**config.mk**
```make
export PLATFORM = sky130hd
export DESIGN_NAME = mash_dsm_param
export DESIGN_NICKNAME = d
export VERILOG_FILES = /design/src/rtl/mash_dsm_pkg.sv /design/src/rtl/mash_acc_stage.sv /design/src/rtl/mash_dsm_param.sv
export SDC_FILE = /design/constraint.sdc
export NUM_CORES = 1
export LEC_CHECK = 0
export ABC_CLOCK_PERIOD_IN_PS = 9400
export CORE_AREA = 2 2 119 121
export CTS_BUF_LIST = sky130_fd_sc_hd__clkbuf_16
export CTS_CLUSTER_SIZE = 14
export DETAILED_ROUTE_END_ITERATION = 16
export DIE_AREA = 0 0 121 123
export DONT_BUFFER_PORTS = 1
export PLACE_DENSITY = 0.68
export SKIP_LAST_GASP = 1
export SYNTH_ARGS = -nofsm -noshare
export SYNTH_HDL_FRONTEND = slang
export SYNTH_HIERARCHICAL = 1
export SYNTH_SLANG_ARGS = --single-unit
```
**constraint.sdc**
```tcl
create_clock -name clk -period 9.4 [get_ports clk]
set_input_delay 0.47 -clock clk [delete_from_list [all_inputs] [get_ports clk]]
set_output_delay 0.47 -clock clk [all_outputs]
set_load 0.005 [all_outputs]
```
**src/rtl/mash_dsm_pkg.sv**
```systemverilog
// Shared constants and helpers for the parametrised MASH delta-sigma modulator.
// Holds the order encodings, LFSR taps, the f width and the clamp helper.
package mash_dsm_pkg;

   localparam logic [1:0] ORD1 = 2'd1;
   localparam logic [1:0] ORD2 = 2'd2;
   localparam logic [1:0] ORD3 = 2'd3;

   // Fibonacci taps 16, 14, 13, 11 mapped onto bits 15, 13, 12, 10.
   localparam logic [15:0] LFSR_TAPS = 16'hB400;

   localparam int F_W = 4;

   typedef enum logic {
      HS_IDLE = 1'b0,
      HS_LOAD = 1'b1
   } hs_state_e;

   function automatic logic [1:0] norm_order(input logic [1:0] ord);
      return (ord == 2'd0) ? ORD1 : ord;
   endfunction

   function automatic logic signed [F_W-1:0] bit_to_f(input logic b);
      return {{(F_W-1){1'b0}}, b};
   endfunction

   function automatic logic signed [31:0] clamp_range(input logic signed [31:0] v,
                                                      input logic signed [31:0] lo,
                                                      input logic signed [31:0] hi);
      if (v < lo) return lo;
      if (v > hi) return hi;
      return v;
   endfunction

endpackage

```
**src/rtl/mash_acc_stage.sv**
```systemverilog
// One MASH accumulator stage: ACC_W-bit wrapping adder with registered sum and carry.
// clr forces the stage to zero regardless of en.
module mash_acc_stage #(
   parameter int ACC_W = 16
) (
   input  logic             clk,
   input  logic             rst,
   input  logic             en,
   input  logic             clr,
   input  logic [ACC_W-1:0] addend,
   input  logic             cin,
   output logic [ACC_W-1:0] sum,
   output logic             carry
);

   logic [ACC_W:0] total;

   // addend + cin never exceeds 2^ACC_W, so the overflow still fits in one carry bit.
   assign total = {1'b0, sum} + {1'b0, addend} + {{ACC_W{1'b0}}, cin};

   always_ff @(posedge clk or posedge rst) begin
      if (rst) begin
         sum   <= '0;
         carry <= 1'b0;
      end else if (clr) begin
         sum   <= '0;
         carry <= 1'b0;
      end else if (en) begin
         sum   <= total[ACC_W-1:0];
         carry <= total[ACC_W];
      end
   end

endmodule

```
**src/rtl/mash_dsm_param.sv**
```systemverilog
// Runtime-order (1..3) MASH delta-sigma modulator driving the multi-modulus divider.
// Double-buffered integer/fraction config, clamped output and sticky saturation flag.
module mash_dsm_param
   import mash_dsm_pkg::*;
#(
   parameter int          ACC_W     = 16,
   parameter int          INT_W     = 4,
   parameter int          OUT_W     = 5,
   parameter int          DITHER_EN = 0,
   parameter logic [15:0] LFSR_SEED = 16'hACE1
) (
   input  logic             clk,
   input  logic             rst,
   input  logic             en,
   input  logic             cfg_valid,
   output logic             cfg_ready,
   input  logic [INT_W-1:0] cfg_int,
   input  logic [ACC_W-1:0] cfg_frac,
   input  logic [1:0]       cfg_order,
   output logic [OUT_W-1:0] out,
   output logic             sat,
   output logic             dbg_state
);

   localparam logic signed [31:0] OUT_MAX = (32'sd1 <<< OUT_W) - 32'sd1;

   hs_state_e state_q, state_d;

   logic             accept, apply, order_chg;
   logic [INT_W-1:0] sh_int, act_int;
   logic [ACC_W-1:0] sh_frac, act_frac;
   logic [1:0]       sh_order, act_order;
   logic             on2, on3;

   logic [15:0]      lfsr_q;
   logic             lfsr_fb, dither;

   logic [ACC_W-1:0] s1_sum, s2_sum, s3_sum;
   logic             c1, c2, c3;
   logic             c1_d1, c1_d2, c2_d1, c2_d2, c3_d1, c3_d2;
   logic [INT_W-1:0] int_d1, int_d2;

   logic signed [F_W-1:0] f;
   logic signed [31:0]    sum32, clamp_w;
   logic                  clamp_hit;

   // Handshake: a config transfers on any edge with cfg_valid && cfg_ready; the
   // shadow is copied to active on the following edge, during which cfg_ready is low.
   always_ff @(posedge clk or posedge rst) begin
      if (rst) state_q <= HS_IDLE;
      else     state_q <= state_d;
   end

   always_comb begin
      state_d = state_q;
      case (state_q)
         HS_IDLE: if (cfg_valid) state_d = HS_LOAD;
         HS_LOAD: state_d = HS_IDLE;
         default: state_d = HS_IDLE;
      endcase
   end

   assign cfg_ready = (state_q == HS_IDLE);
   assign dbg_state = state_q;
   assign accept    = cfg_valid && cfg_ready;
   assign apply     = (state_q == HS_LOAD);
   assign order_chg = apply && (sh_order != act_order);

   always_ff @(posedge clk or posedge rst) begin
      if (rst) begin
         sh_int    <= '0;
         sh_frac   <= '0;
         sh_order  <= '0;
         act_int   <= '0;
         act_frac  <= '0;
         act_order <= ORD3;
      end else begin
         if (accept) begin
            sh_int   <= cfg_int;
            sh_frac  <= cfg_frac;
            sh_order <= norm_order(cfg_order);
         end
         if (apply) begin
            act_int   <= sh_int;
            act_frac  <= sh_frac;
            act_order <= sh_order;
         end
      end
   end

   assign on2 = (act_order != ORD1);
   assign on3 = (act_order == ORD3);

   assign lfsr_fb = ^(lfsr_q & LFSR_TAPS);
   assign dither  = (DITHER_EN != 0) ? lfsr_q[0] : 1'b0;

   always_ff @(posedge clk or posedge rst) begin
      if (rst)     lfsr_q <= LFSR_SEED;
      else if (en) lfsr_q <= {lfsr_q[14:0], lfsr_fb};
   end

   mash_acc_stage #(.ACC_W(ACC_W)) u_acc1 (
      .clk(clk), .rst(rst), .en(en), .clr(order_chg),
      .addend(act_frac), .cin(dither), .sum(s1_sum), .carry(c1)
   );

   mash_acc_stage #(.ACC_W(ACC_W)) u_acc2 (
      .clk(clk), .rst(rst), .en(en), .clr(order_chg || !on2),
      .addend(s1_sum), .cin(1'b0), .sum(s2_sum), .carry(c2)
   );

   mash_acc_stage #(.ACC_W(ACC_W)) u_acc3 (
      .clk(clk), .rst(rst), .en(en), .clr(order_chg || !on3),
      .addend(s2_sum), .cin(1'b0), .sum(s3_sum), .carry(c3)
   );

   // Carry history aligns the pipelined stages so latency is the same for every order.
   always_ff @(posedge clk or posedge rst) begin
      if (rst) begin
         {c1_d1, c1_d2, c2_d1, c2_d2, c3_d1, c3_d2} <= '0;
      end else if (order_chg) begin
         {c1_d1, c1_d2, c2_d1, c2_d2, c3_d1, c3_d2} <= '0;
      end else if (en) begin
         c1_d1 <= c1;
         c1_d2 <= c1_d1;
         c2_d1 <= c2;
         c2_d2 <= c2_d1;
         c3_d1 <= c3;
         c3_d2 <= c3_d1;
      end
   end

   always_ff @(posedge clk or posedge rst) begin
      if (rst) begin
         int_d1 <= '0;
         int_d2 <= '0;
      end else if (en) begin
         int_d1 <= act_int;
         int_d2 <= int_d1;
      end
   end

   // Disabled stages hold zero carries, so the full third-order combine covers all orders.
   always_comb begin
      f = bit_to_f(c1_d2) + bit_to_f(c2_d1) - bit_to_f(c2_d2)
        + bit_to_f(c3) - (bit_to_f(c3_d1) <<< 1) + bit_to_f(c3_d2);
   end

   assign sum32     = $signed({{(32-INT_W){1'b0}}, int_d2}) + $signed({{(32-F_W){f[F_W-1]}}, f});
   assign clamp_w   = clamp_range(sum32, 32'sd0, OUT_MAX);
   assign clamp_hit = (clamp_w != sum32);

   always_ff @(posedge clk or posedge rst) begin
      if (rst)     out <= '0;
      else if (en) out <= OUT_W'(clamp_w);
   end

   always_ff @(posedge clk or posedge rst) begin
      if (rst)                  sat <= 1'b0;
      else if (accept)          sat <= 1'b0;
      else if (en && clamp_hit) sat <= 1'b1;
   end

endmodule

```
==> qor.csv <==
metric,value,unit
dpl.hpwl,11.88,mm
status,"complete, no violations",
powerDensity,264.6,nW/um^2
synth-xor-area-share,2.743,%
synth_cell_types,67,
syn_inst,764,
cp.required,9740,ps
hold_ws,28.50,ps
layout-area-overhead-vs-synth,9.625,%
post-route-min-period,3407,ps
ant_nets,0,
place.gp.congestion,0.9295,
muxShareOfSynthArea,7.411,%
fin_util,59.15,%
slew_viol_final,0,
drtIter0Drc,395,
cts-resized-gates,0,
setup_viol,0,
fill_cells,1147,
grt_max_degree,95,
n_antenna_cell,0,
layout.cells.non_filler,957,
peakVddDrop,0.1645,mV
finalCritPeriodShare,36.24,%
hold_path_class,in -> async,
startpoint_type,register,
viasPerCell,5.869,
numCtsBuffers,17,
fin_setup_tns,0,ps
grt_pass1_wl,27.45,mm
r2r_cells,15,
reg2reg_slack,5990,ps
first_pass_iters,4,
syn_area,7345,sq um
setup.worst_path.end_class,register,
cts_sinks,116,
final_cell_mix,"dfrtp_1 (114), nand2_1 (109), ha_1 (57), nor2_1 (55), a21oi_1 (47)",
row_count,43,
wl,16.23,mm
post_cts_buffers,0,
synth-adder-area-share,12.16,%
crit_fanout,4,
drive_above_1_share,10.94,%
synth_top_family_by_area,compound AO/OA/AOI/OAI gates,
die_h,123,microns
finalHoldViolations,0,
grt_pass1_vias,5639,
synth-seq-cells,116,
clk_pin_slew_worst_paths,50,ps
start_util,53.96,%
h-tree-depth,4,
port_buffers,0,
num_io_pins,34,
postSynthAreaPerCell,9.613,sq um
ys_seq_area_share,39.56,%
clk_path_buf_depth,2,
p_total,2.130,mW
cts_tree,yes,
synth_compound_area_share,17.72,%
worst_r2r_endpoint,out[4],
antenna_found_initial,0,
seqCellArea,2905,sq um
drv_cap,0,
coreArea,13610,sq um
place_inst,924,
synth_edf_count,0,
dieArea,14880,sq um
final_common_cell,dfrtp_1,
skew,11.78,ps
timing.fmax,293.5,MHz
grtUsageTotal,23.77,%
multiInputGateArea,4159,sq um
synthSimpleGateAreaFrac,16.44,%
clkLatencyLatePin,430,ps
r2r_start,c2_d1,
slew-limit-headroom,44.51,%
p_leak,3.965,nW
rsz0062_at_grt,false,
ys.flop_type,dfrtp_1,
worst-setup-path-type,reg -> reg,
root_buffer,clkbuf_16,
critical_path_arrival,3750,ps
worstMarginPinSlew,830.3,ps
grt.overflow.total,0,
die_w,121,microns
wl_per_cell,16.96,microns
postCtsHoldBufs,1,
post-route-drc-count,0,
synth_warnings,6,
vias,5617,
async_flop_share,100.0,%
nets,856,
[worst max path at each step]
| stage | start | endpoint | slack [ps] | cells past startpoint |
|---|---|---|---|---|
| 3_3_place_gp | c2_d1 | out[4] | 6110 | 15 |
| 4_1_cts | c2_d1 | out[4] | 5980 | 15 |
| 5_1_grt | c2_d1 | out[4] | 5790 | 15 |
| 6_report | c2_d1 | out[4] | 5990 | 15 |
| 3_5_place_dp | c2_d1 | out[4] | 5960 | 15 |
| 2_1_floorplan | c2_d1 | out[4] | 6220 | 15 |
[sequential cells by signal, indices dropped and copies added, names as in the netlist, 2 cells and up]
name	cells
act_frac	16
act_int	4
act_order	2
int_d1	4
int_d2	4
out	5
sh_frac	16
sh_int	4
sh_order	2
u_acc1/sum	16
u_acc2/sum	16
u_acc3/sum	16
[cells in the mapped netlist, drive strengths merged, types with 9 or more instances]
cell / count / area share (%)
a211oi: 12 / 1.3
a21o: 17 / 1.7
a21oi: 52 / 3.8
buf: 14 / 1.3
clkbuf: 11 / 0.58
dfrtp: 114 / 39
fa: 9 / 2.5
ha: 57 / 9.7
inv: 39 / 2.0
mux2: 27 / 4.1
mux2i: 24 / 3.3
nand2: 109 / 5.6
nand2b: 14 / 1.2
nand3: 12 / 0.89
nor2: 55 / 2.8
nor2b: 11 / 0.94
nor3: 9 / 0.61
o21ai: 32 / 2.3
xnor2: 14 / 1.7
xor2: 9 / 1.1
[per-stage QoR]
step / setup slack, ps / cell area [sq um]
2_1_floorplan: 6221 / 7352
3_3_place_gp: 6112 / 7458
3_5_place_dp: 5958 / 7458
4_1_cts: 5978 / 8051
5_1_grt: 5786 / 8051
6_report: 5993 / 8051
[layer usage]
metal	part of all wire [%]	global-route usage [%]	vias up
met5	0	0	-
met4	3.5	11.63	0
met3	3.5	5.304	40
met2	48	39.19	123
met1	45	29.70	2718
li1	-	-	2736
[cells by family after synthesis]
group,after synthesis
AND/OR/NAND/NOR,255
AO/OA/AOI/OAI,188
flip-flops,116
adder cells (fa/ha/maj),66
buffers and inverters,64
multiplexers,51
XOR/XNOR,23
other,1
[power breakdown]
group	internal [mW]	switching, mW
logic	0.335	0.439
registers	0.611	0.110
clock network	0.391	0.244
[layout make-up]
cell class                 instances  share of cell area [%]
multi-input combinational        586                   51.66
sequential                       116                   36.08
clock buffer                      17                   5.284
tap                              180                   2.797
clock inverter                    15                   1.958
inverter                          39                   1.818
timing repair buffer               4                  0.4040
[critical path, cell delays in order (launching register included)]
cell and delay (ps):
dfrtp_1 360, inv_1 50, ha_1 280, inv_1 60, ha_1 180, inv_1 60, ha_1 260, inv_1 40
ha_1 170, ha_1 310, xnor2_1 230, ha_1 330, a211oi_2 240, a21oi_2 120, or4_1 470, a31oi_1 170
Power figures use the tool's default switching activity.
